**config.mk**
```make
export PLATFORM = sky130hd
export DESIGN_NAME = alu_writeback_stage_flat
export DESIGN_NICKNAME = d
export VERILOG_FILES = /design/src/rtl/alu_pkg.sv /design/src/rtl/alu_writeback_stage_if.sv /design/src/rtl/alu_writeback_stage_sreg_merge.sv /design/src/rtl/alu_writeback_stage.sv /design/src/flat_wrapper.sv
export SDC_FILE = /design/constraint.sdc
export NUM_CORES = 1
export LEC_CHECK = 0
export ABC_AREA = 1
export BUFFER_PORTS_ARGS = -buffer_cell sky130_fd_sc_hd__buf_2
export CAP_MARGIN = 20
export CORE_ASPECT_RATIO = 1.4
export CORE_MARGIN = 2
export CORE_UTILIZATION = 30
export CTS_CLUSTER_SIZE = 25
export DETAILED_ROUTE_END_ITERATION = 12
export PLACE_DENSITY_LB_ADDON = 0.1
export SYNTH_ARGS = -nofsm -noshare
export SYNTH_HDL_FRONTEND = slang
export SYNTH_HIERARCHICAL = 1
export SYNTH_SLANG_ARGS = --single-unit
```
**constraint.sdc**
```tcl
create_clock -name clk -period 1.6 [get_ports clk]
set_input_delay 0.16 -clock clk [delete_from_list [all_inputs] [get_ports clk]]
set_output_delay 0.16 -clock clk [all_outputs]
set_load 0.02 [all_outputs]
```
**src/rtl/alu_pkg.sv**
```systemverilog
// Shared ALU writeback definitions: opcodes, SREG bit positions, FSM states,
// and the per-opcode flag-update mask.
package alu_pkg;
  localparam logic [3:0] FSL_ADD  = 4'b0000;
  localparam logic [3:0] FSL_SUB  = 4'b0001;
  localparam logic [3:0] FSL_ADDC = 4'b0010;
  localparam logic [3:0] FSL_SUBC = 4'b0011;
  localparam logic [3:0] FSL_XOR  = 4'b0100;
  localparam logic [3:0] FSL_AND  = 4'b0101;
  localparam logic [3:0] FSL_OR   = 4'b0110;
  localparam logic [3:0] FSL_NAND = 4'b0111;
  localparam logic [3:0] FSL_LSL  = 4'b1000;
  localparam logic [3:0] FSL_LSR  = 4'b1001;
  localparam logic [3:0] FSL_ASR  = 4'b1010;
  localparam logic [3:0] FSL_ASL  = 4'b1011;
  localparam logic [3:0] FSL_ROL  = 4'b1100;
  localparam logic [3:0] FSL_ROR  = 4'b1101;
  localparam logic [3:0] FSL_MUL  = 4'b1110;
  localparam logic [3:0] FSL_CMP  = 4'b1111;

  localparam int SREG_Z = 0;
  localparam int SREG_C = 1;
  localparam int SREG_S = 2;
  localparam int SREG_V = 3;

  typedef enum logic [1:0] {ST_IDLE, ST_WR_LO, ST_WR_HI} wb_state_e;

  // Mask bit set = flag taken from the op, clear = committed flag held.
  function automatic logic [3:0] flag_mask(input logic [3:0] fsl);
    logic [3:0] m;
    m = 4'b0000;
    case (fsl)
      FSL_ADD, FSL_SUB, FSL_ADDC, FSL_SUBC, FSL_CMP:  m = 4'b1111;
      FSL_XOR, FSL_AND, FSL_OR, FSL_NAND,
      FSL_ROL, FSL_ROR, FSL_MUL:                      m = 4'b0101;
      FSL_LSL, FSL_LSR, FSL_ASR, FSL_ASL:             m = 4'b0111;
      default:                                        m = 4'b0000;
    endcase
    return m;
  endfunction
endpackage

```
**src/rtl/alu_writeback_stage_if.sv**
```systemverilog
// ALU-to-writeback bus plus register-file/SREG outputs.
// WB_FWD_EN adds the fwd_* forwarding copy of the write port.
interface alu_writeback_stage_if #(parameter int DATA_W = 8, parameter int ADDR_W = 3);
  logic              in_valid;
  logic              in_ready;
  logic [3:0]        in_fsl;
  logic [ADDR_W-1:0] in_dst;
  logic [DATA_W-1:0] in_result;
  logic [DATA_W-1:0] in_mul_high;
  logic [3:0]        in_sreg;
  logic              rf_we;
  logic [ADDR_W-1:0] rf_waddr;
  logic [DATA_W-1:0] rf_wdata;
  logic [3:0]        sreg;
  logic              carry_fb;
`ifdef WB_FWD_EN
  logic              fwd_valid;
  logic [ADDR_W-1:0] fwd_addr;
  logic [DATA_W-1:0] fwd_data;
`endif

  modport master (
    output in_valid, in_fsl, in_dst, in_result, in_mul_high, in_sreg,
    input  in_ready, rf_we, rf_waddr, rf_wdata, sreg, carry_fb
`ifdef WB_FWD_EN
    , input fwd_valid, fwd_addr, fwd_data
`endif
  );

  modport slave (
    input  in_valid, in_fsl, in_dst, in_result, in_mul_high, in_sreg,
    output in_ready, rf_we, rf_waddr, rf_wdata, sreg, carry_fb
`ifdef WB_FWD_EN
    , output fwd_valid, fwd_addr, fwd_data
`endif
  );
endinterface

```
**src/rtl/alu_writeback_stage_sreg_merge.sv**
```systemverilog
// Merges an op's flags into the committed SREG; MULTIPLY derives Z/S from
// the full 16-bit product rather than the ALU flags.
module sreg_merge import alu_pkg::*; #(parameter int DATA_W = 8) (
  input  logic [3:0]        old_sreg,
  input  logic [3:0]        alu_sreg,
  input  logic [3:0]        fsl,
  input  logic [DATA_W-1:0] result,
  input  logic [DATA_W-1:0] mul_high,
  output logic [3:0]        new_sreg
);
  logic [3:0] src;
  logic [3:0] mask;

  always_comb begin
    src  = alu_sreg;
    mask = flag_mask(fsl);
    if (fsl == FSL_MUL) begin
      src[SREG_Z] = (result == '0) && (mul_high == '0);
      src[SREG_S] = mul_high[DATA_W-1];
    end
    new_sreg = (src & mask) | (old_sreg & ~mask);
  end
endmodule

```
**src/rtl/alu_writeback_stage.sv**
```systemverilog
// ALU writeback stage: commits results to the register file (MULTIPLY as two
// writes) and updates SREG. WB_FWD_EN adds forwarding outputs and C bypass.
module alu_writeback_stage import alu_pkg::*; #(
  parameter int DATA_W = 8,
  parameter int ADDR_W = 3
) (
  input logic             clk,
  input logic             rst_n,
  alu_writeback_stage_if.slave wb
);
  wb_state_e         state;
  logic [3:0]        h_fsl, h_sreg;
  logic [ADDR_W-1:0] h_dst;
  logic [DATA_W-1:0] h_result, h_high;
  logic [3:0]        sreg_q, sreg_nxt, h_mask;
  logic              rf_we_q;
  logic [ADDR_W-1:0] rf_waddr_q;
  logic [DATA_W-1:0] rf_wdata_q;
  logic              accept, in_ready;

  assign in_ready = (state != ST_WR_LO) || (h_fsl != FSL_MUL);
  assign accept   = wb.in_valid && in_ready;
  assign h_mask   = flag_mask(h_fsl);

  sreg_merge #(.DATA_W(DATA_W)) u_merge (
    .old_sreg (sreg_q),
    .alu_sreg (h_sreg),
    .fsl      (h_fsl),
    .result   (h_result),
    .mul_high (h_high),
    .new_sreg (sreg_nxt)
  );

  always_ff @(posedge clk or negedge rst_n) begin
    if (!rst_n) begin
      state      <= ST_IDLE;
      h_fsl      <= '0;
      h_sreg     <= '0;
      h_dst      <= '0;
      h_result   <= '0;
      h_high     <= '0;
      sreg_q     <= '0;
      rf_we_q    <= 1'b0;
      rf_waddr_q <= '0;
      rf_wdata_q <= '0;
    end else begin
      if (accept) begin
        h_fsl    <= wb.in_fsl;
        h_sreg   <= wb.in_sreg;
        h_dst    <= wb.in_dst;
        h_result <= wb.in_result;
        h_high   <= wb.in_mul_high;
      end
      if (state == ST_WR_LO) sreg_q <= sreg_nxt;
      // MULTIPLY's high byte always goes out the cycle after the low byte
      if (state == ST_WR_LO && h_fsl == FSL_MUL) begin
        state      <= ST_WR_HI;
        rf_we_q    <= 1'b1;
        rf_waddr_q <= h_dst + 1'b1;
        rf_wdata_q <= h_high;
      end else if (accept) begin
        state      <= ST_WR_LO;
        rf_we_q    <= (wb.in_fsl != FSL_CMP);
        rf_waddr_q <= wb.in_dst;
        rf_wdata_q <= wb.in_result;
      end else begin
        state   <= ST_IDLE;
        rf_we_q <= 1'b0;
      end
    end
  end

  assign wb.in_ready = in_ready;
  assign wb.rf_we    = rf_we_q;
  assign wb.rf_waddr = rf_waddr_q;
  assign wb.rf_wdata = rf_wdata_q;
  assign wb.sreg     = sreg_q;

`ifdef WB_FWD_EN
  assign wb.fwd_valid = rf_we_q;
  assign wb.fwd_addr  = rf_waddr_q;
  assign wb.fwd_data  = rf_wdata_q;
  assign wb.carry_fb  = (state == ST_WR_LO && h_mask[SREG_C]) ? sreg_nxt[SREG_C]
                                                              : sreg_q[SREG_C];
`else
  assign wb.carry_fb  = sreg_q[SREG_C];
`endif
endmodule
```
**src/flat_wrapper.sv**
```systemverilog
// flat-port wrapper written by rule: the top's interface ports become plain ports
module alu_writeback_stage_flat import alu_pkg::*;
#(
  parameter int DATA_W = 8,
  parameter int ADDR_W = 3
)
  (clk, rst_n, wb_in_valid, wb_in_fsl, wb_in_dst, wb_in_result, wb_in_mul_high, wb_in_sreg, wb_in_ready, wb_rf_we, wb_rf_waddr, wb_rf_wdata, wb_sreg, wb_carry_fb);
  alu_writeback_stage_if #(.DATA_W(DATA_W), .ADDR_W(ADDR_W)) wb_i ();
  input logic clk;
  input logic rst_n;
  input wire logic [$bits(wb_i.in_valid)-1:0] wb_in_valid;
  input wire logic [$bits(wb_i.in_fsl)-1:0] wb_in_fsl;
  input wire logic [$bits(wb_i.in_dst)-1:0] wb_in_dst;
  input wire logic [$bits(wb_i.in_result)-1:0] wb_in_result;
  input wire logic [$bits(wb_i.in_mul_high)-1:0] wb_in_mul_high;
  input wire logic [$bits(wb_i.in_sreg)-1:0] wb_in_sreg;
  output wire logic [$bits(wb_i.in_ready)-1:0] wb_in_ready;
  output wire logic [$bits(wb_i.rf_we)-1:0] wb_rf_we;
  output wire logic [$bits(wb_i.rf_waddr)-1:0] wb_rf_waddr;
  output wire logic [$bits(wb_i.rf_wdata)-1:0] wb_rf_wdata;
  output wire logic [$bits(wb_i.sreg)-1:0] wb_sreg;
  output wire logic [$bits(wb_i.carry_fb)-1:0] wb_carry_fb;
  assign wb_i.in_valid = wb_in_valid;
  assign wb_i.in_fsl = wb_in_fsl;
  assign wb_i.in_dst = wb_in_dst;
  assign wb_i.in_result = wb_in_result;
  assign wb_i.in_mul_high = wb_in_mul_high;
  assign wb_i.in_sreg = wb_in_sreg;
  assign wb_in_ready = wb_i.in_ready;
  assign wb_rf_we = wb_i.rf_we;
  assign wb_rf_waddr = wb_i.rf_waddr;
  assign wb_rf_wdata = wb_i.rf_wdata;
  assign wb_sreg = wb_i.sreg;
  assign wb_carry_fb = wb_i.carry_fb;
  alu_writeback_stage #(.DATA_W(DATA_W), .ADDR_W(ADDR_W)) u_core (.clk(clk), .rst_n(rst_n), .wb(wb_i));
endmodule
```
==> impl_metrics.tcl, run 1 <==
set metrics [dict create \
    core-area_mm2 0.00657 \
    critPathMaxStageDelay_ps 430 \
    finalSetupTns_ps 0 \
    power.switching_mw 0.768 \
    syn_to_final_growth_pct 21.0 \
    detailed_place_hpwl_mm 3.57 \
    cts_root_buffer "clkbuf_8" \
    leakagePower_nw 1.33 \
    globalplace.congestion 0.726 \
    final.setup_skew_ps 3.71 \
    crit_buf_inv 2 \
    path_class "flop to primary output" \
    drc 0 \
    grt_first_pass_wirelength_mm 8.57 \
    die-width_um 73.5 \
    grt_max_degree 46 \
    synth_cells 241 \
    synth_top_family_by_area "simple AND/OR/NAND/NOR gates" \
    relSlewSlack_pct 67.6 \
    antenna_found_initial 0 \
    power_mw 2.50 \
    p_per_area_mw_per_mm2 1020 \
    route.antenna.remaining_nets 0 \
    path_max_fanout 18 \
    drv_slew 0 \
    synth_mux_area_share_pct 0 \
    path_cells "nor2_2 -> nand3_4 -> buf_8 -> buf_2" \
    end_kind "primary output" \
    die_h_um 101 \
    start_util_pct 30.9 \
    path_delay_family "flip-flops" \
    synth.net_count 272 \
    htreeDepth 2 \
    worst_pin_slew_ps 485 \
    cts_tree "built" \
    ios 48 \
    synthXorXnorAreaFrac_pct 0 \
    final.fill_count 701 \
    drt-total-wl_mm 5.22 \
    holdWs_ps 91.0 \
    cts_max_path_buffers 2 \
    wl_per_cell_um 14.3 \
    path_clk_slew_ps 80 \
    drtPass1Iterations 4 \
    dieArea_mm2 0.00744 \
    cp_slowest_cell "dfrtp_2" \
    synth-adder-area-share_pct 0.617 \
    maxCapViolations 0 \
    timing.fmax_mhz 651 \
    syn_area_mm2 0.00203 \
    post-route-min-period_ps 1540 \
    timing.critical_path.from_type "flop" \
    num_vias 1771 \
    min_path_type "input pin to flop" \
    clkSinkCount 45 \
    status "complete, no violations" \
    drive_gt1_share_pct 24.7 \
    required_ps 1440 \
    vias_per_cell 4.85 \
    seqPwrFrac_pct 53.8 \
    rsz0062_at_grt "false" \
    synth-seq-cells 45 \
    clockPowerShare_pct 26.5 \
    finalSetupViolations 0 \
    fin_crit_sh_pct 96.0 \
    power.internal_mw 1.73 \
    synth-simple-area-share_pct 37.8 \
    finalHoldViolCount 0 \
    gr-total-overflow 0 \
    postSynthAreaPerCell_um2 8.41 \
    combPwrFrac_pct 19.7 \
    io_buffers 47 \
    yosysSeqAreaShare_pct 55.6 \
    ir_drop_mv 0.364 \
    grt_pass1_vias 1723 \
    clkLatencyLatePin_ps 290 \
    ys_warn_count 6 \
    synth-compound-area-share_pct 0 \
    drt_iter0_markers 82 \
    fin_util_pct 37.4 \
    grt.total_usage_pct 15.2 \
    ys_types 19 \
    antenna_cells 0 \
    cts_made_buffers 5 \
    cp.arrival_ps 1380 \
    layout.nets 323 \
    switching_share_pct 30.7 \
    rows 35 \
]
## power groups by stage
stage	registers, mW	logic (mW)	clock network [mW]
6_report	1.34	0.493	0.662
2_1_floorplan	1.41	0.245	0
3_3_place_gp	1.37	0.483	0
3_5_place_dp	1.37	0.484	0
4_1_cts	1.35	0.494	0.693
5_1_grt	1.36	0.556	0.739
## worst register-to-register path, cell delays in order, from the launching register on
cell and delay, ps:
dfrtp_2 430, nor2_2 180, nand3_4 130, buf_4 230
nand3_1 120, nand3_1 80
## registers in the layout (all words and copies together), names as in the netlist
register / cells
u_core/wb.rf_wdata: 8
u_core/h_dst: 3
u_core/wb.rf_we: 1
u_core/h_fsl: 4
u_core/h_sreg: 4
u_core/wb.sreg: 4
u_core/h_result: 8
u_core/wb.rf_waddr: 3
u_core/state: 2
u_core/h_high: 8
## through the flow
stage                     cell area (µm²)  worst slack (ps)  instances
after CTS                            2430              18.4        364
after global routing                 2450             0.652        365
after floorplan                      2030               435        241
final                                2450              64.2        365
after detailed placement             2340               288        356
after global placement               2340               311        356
## synth_stat cells
| cell type | n | area (µm²) |
|---|---|---|
| and2_0 | 1 | 6.26 |
| buf_2 | 8 | 40.0 |
| buf_4 | 2 | 15.0 |
| buf_6 | 2 | 22.5 |
| clkbuf_1 | 1 | 3.75 |
| dfrtp_1 | 45 | 1130 |
| ha_1 | 1 | 12.5 |
| inv_1 | 9 | 33.8 |
| inv_2 | 2 | 7.51 |
| nand2_1 | 86 | 323 |
| nand2_2 | 1 | 6.26 |
| nand2_4 | 1 | 11.3 |
| nand3_1 | 61 | 305 |
| nand3_2 | 1 | 10.0 |
| nand3b_1 | 1 | 7.51 |
| nand4_1 | 2 | 12.5 |
| nor2_1 | 13 | 48.8 |
| nor2_2 | 2 | 12.5 |
| nor2_4 | 2 | 22.5 |
## path summary, 6_finish.rpt
| path | startpoint | end | slack, ps | cells after the start |
|---|---|---|---|---|
| max in group asynchronous | rst_n | u_core/h_fsl[0] | 1010 | 3 |
| worst max register to register | u_core/h_fsl[0] | u_core/wb.rf_wdata[4] | 310 | 5 |
| worst min register to register | u_core/h_result[5] | u_core/h_result[5] | 480 | 2 |
| min in group asynchronous | rst_n | u_core/h_sreg[1] | 370 | 3 |
| worst max-delay path | u_core/h_fsl[0] | wb_in_ready | 60 | 4 |
| worst min-delay path | wb_in_mul_high[4] | u_core/h_high[4] | 90 | 3 |
## what timing repair did
action | 4_1_cts | 5_1_grt
setup endpoints to repair | 1 | 1
setup buffers | 1 | 1
gates resized for setup | 2 | 2
endpoints found under the hold margin | 45 | 0
pin swaps | 0 | 1
hold buffers | 1 | 0
## area by class of cell
cell class | instances | area, µm² | area share, %
tap | 74 | 92.6 | 3.77
timing repair buffer | 57 | 333 | 13.6
clock buffer | 5 | 68.8 | 2.80
inverter | 11 | 41.3 | 1.68
clock inverter | 1 | 5.00 | 0.204
multi-input combinational | 172 | 786 | 32.0
sequential | 45 | 1130 | 45.9
## cell families (layout without fill, tap and decap cells)
logic type | after synthesis | after routing
buffers and inverters | 24 | 74
adder cells (fa/ha/maj) | 1 | 1
AND/OR/NAND/NOR | 171 | 171
flip-flops | 45 | 45
## placed cells by master (no fill, tap or decap), types with 2 or more instances in the layout
cell type,instances
nand3_1,61
clkbuf_8,5
nor2_4,2
dfrtp_1,44
inv_2,2
inv_1,9
nor2_2,2
nand2_1,86
nor2_1,13
nand4_1,2
buf_2,47
buf_4,7
## layer usage
metal,up-vias,routed length (µm),global-route usage [%]
li1,869,-,-
met1,853,2220,18.8
met2,42,2730,26.1
met3,7,177,2.49
met4,0,94,6.29
met5,-,0,0
No activity file was read; power rests on OpenSTA's default activity.
==> run 2, diff against run 1 <==
--- a/config.mk
+++ b/config.mk
@@ -10,7 +10,7 @@
 export CAP_MARGIN = 20
 export CORE_ASPECT_RATIO = 1.4
 export CORE_MARGIN = 2
-export CORE_UTILIZATION = 30
+export CORE_UTILIZATION = 53
 export CTS_CLUSTER_SIZE = 25
 export DETAILED_ROUTE_END_ITERATION = 12
 export PLACE_DENSITY_LB_ADDON = 0.1
==> run 2 against run 1 <==
  * First-iteration DRC count decreased by 2.4%
  * Via count is 0.62% lower
  * Combinational power is 2% lower
  * Flip-flop and latch count unchanged
  * Power rose by 0.82%
  * Critical path depth down 1
  * Die area shrank 42%
  * Global-route usage increased by 7.6 points
  * Register-to-register slack got worse by 30 ps
==> impl_metrics.tcl, run 2 (same netlist as run 1, synthesis figures left out) <==
set metrics [dict create \
    required_ps 1440 \
    path_max_fanout 9 \
    r2r-start "u_core/h_fsl[0]" \
    drt-total-wl_mm 4.54 \
    status "complete, no violations" \
    grt.total_usage_pct 22.9 \
    drc 0 \
    drv_slew 0 \
    worst_pin_slew_ps 563 \
    io_buffers 47 \
    htreeDepth 2 \
    fin_crit_sh_pct 90.2 \
    mostFrequentLayoutCells "nand2_1, nand3_1, buf_2" \
    timing.rr.end "u_core/wb.rf_wdata[4]" \
    vias_per_cell 5.25 \
    rsz0062_at_grt "false" \
    layout.nets 324 \
    dp_slack_ps 313 \
    core-area_mm2 0.00364 \
    die_h_um 77.2 \
    p_per_area_mw_per_mm2 1040 \
    fin_util_pct 66.2 \
    cp_slowest_cell "dfrtp_2" \
    final.setup_skew_ps 5.55 \
    num_vias 1760 \
    syn_to_final_growth_pct 19.1 \
    drtPass1Iterations 4 \
    path_clk_slew_ps 80 \
    path_depth 3 \
    antenna_cells 0 \
    antenna_found_initial 0 \
    finalSetupTns_ps 0 \
    grt_pass1_vias 1615 \
    cts_root_buffer "clkbuf_8" \
    maxCapViolations 0 \
    relSlewSlack_pct 62.5 \
    route.antenna.remaining_nets 0 \
    min_path_type "input pin to flop" \
    gr-total-overflow 0 \
    rows 26 \
    leakagePower_nw 1.33 \
    die-width_um 56.3 \
    dieArea_mm2 0.00434 \
    final_common_cell "nand2_1" \
    holdWs_ps 101 \
    clkLatencyLatePin_ps 290 \
    path_delay_family "flip-flops" \
    cts_max_path_buffers 2 \
    clkSinkCount 45 \
    endpoint "wb_in_ready" \
    drive_gt1_share_pct 24.9 \
    cts_tree "built" \
    wl_per_cell_um 13.5 \
    ios 48 \
    detailed_place_hpwl_mm 3.21 \
    path_class "flop to primary output" \
    cp.arrival_ps 1280 \
    crit_buf_inv 1 \
    fin_ws_ps 157 \
    timing.critical_path.from_type "flop" \
    reg2reg_slack_ps 280 \
    grt_max_degree 46 \
    timing.fmax_mhz 693 \
    final.fill_count 320 \
    finalSetupViolations 0 \
    finalHoldViolCount 0 \
    critPathMaxStageDelay_ps 450 \
    grt_first_pass_wirelength_mm 7.72 \
    end_kind "primary output" \
    setup.worst_path.start "u_core/h_fsl[0]" \
    path_cells "nor2_2 -> nand3_4 -> buf_2" \
    drt_iter0_markers 80 \
    ir_drop_mv 0.772 \
    start_util_pct 55.6 \
    r2r_cells 5 \
    globalplace.congestion 0.748 \
    cts_made_buffers 5 \
    post-route-min-period_ps 1440 \
]
## run 2: layer usage
| metal | part of all wire, % | track usage (%) |
|---|---|---|
| met5 | 0 | 0 |
| met2 | 51 | 38.0 |
| met1 | 44 | 30.6 |
| met3 | 4.1 | 4.72 |
| met4 | 1.1 | 5.71 |
## run 2: final cells by class
class	instances	area [µm²]	share of cell area, %
clock buffer	7	86.3	3.58
inverter	11	41.3	1.71
multi-input combinational	172	786	32.6
sequential	45	1130	46.7
tap	42	52.6	2.18
timing repair buffer	58	320	13.3
## run 2: stage by stage
step	area (µm²)	std cells	power [mW]
final	2410	335	2.52
after global routing	2410	335	2.67
after CTS	2400	333	2.55
after detailed placement	2290	324	1.84
after global placement	2290	324	1.83
after floorplan	2030	241	1.66
## run 2: worst register-to-register path, delay by kind of cell, from the launching register on
family | cells | cell delay (ps)
flip-flops | 1 | 450
buffers and inverters | 1 | 230
AND/OR/NAND/NOR | 4 | 540
## run 2: worst min-delay path by stage
stage | startpoint | to | slack, ps | depth (start not counted)
2_1_floorplan | rst_n | u_core/h_dst[0] | -140 | 0
3_3_place_gp | rst_n | u_core/wb.rf_we | 280 | 2
3_5_place_dp | rst_n | u_core/wb.rf_we | 270 | 2
4_1_cts | wb_in_fsl[1] | u_core/h_fsl[1] | 90 | 3
5_1_grt | wb_in_mul_high[6] | u_core/h_high[6] | 100 | 3
6_report | wb_in_fsl[1] | u_core/h_fsl[1] | 100 | 3
## run 2: power by group
part | internal (mW) | switching (mW)
Sequential | 1.26 | 0.0823
Clock | 0.343 | 0.353
Combinational | 0.176 | 0.305
## run 2: what timing repair did
action / 4_1_cts / 5_1_grt
hold buffers: 1 / 0
resized for setup: 2 / 0
setup buffers: 1 / 3
pin swaps: 0 / 1
hold endpoints to repair: 45 / 0
setup endpoints to repair: 1 / 1
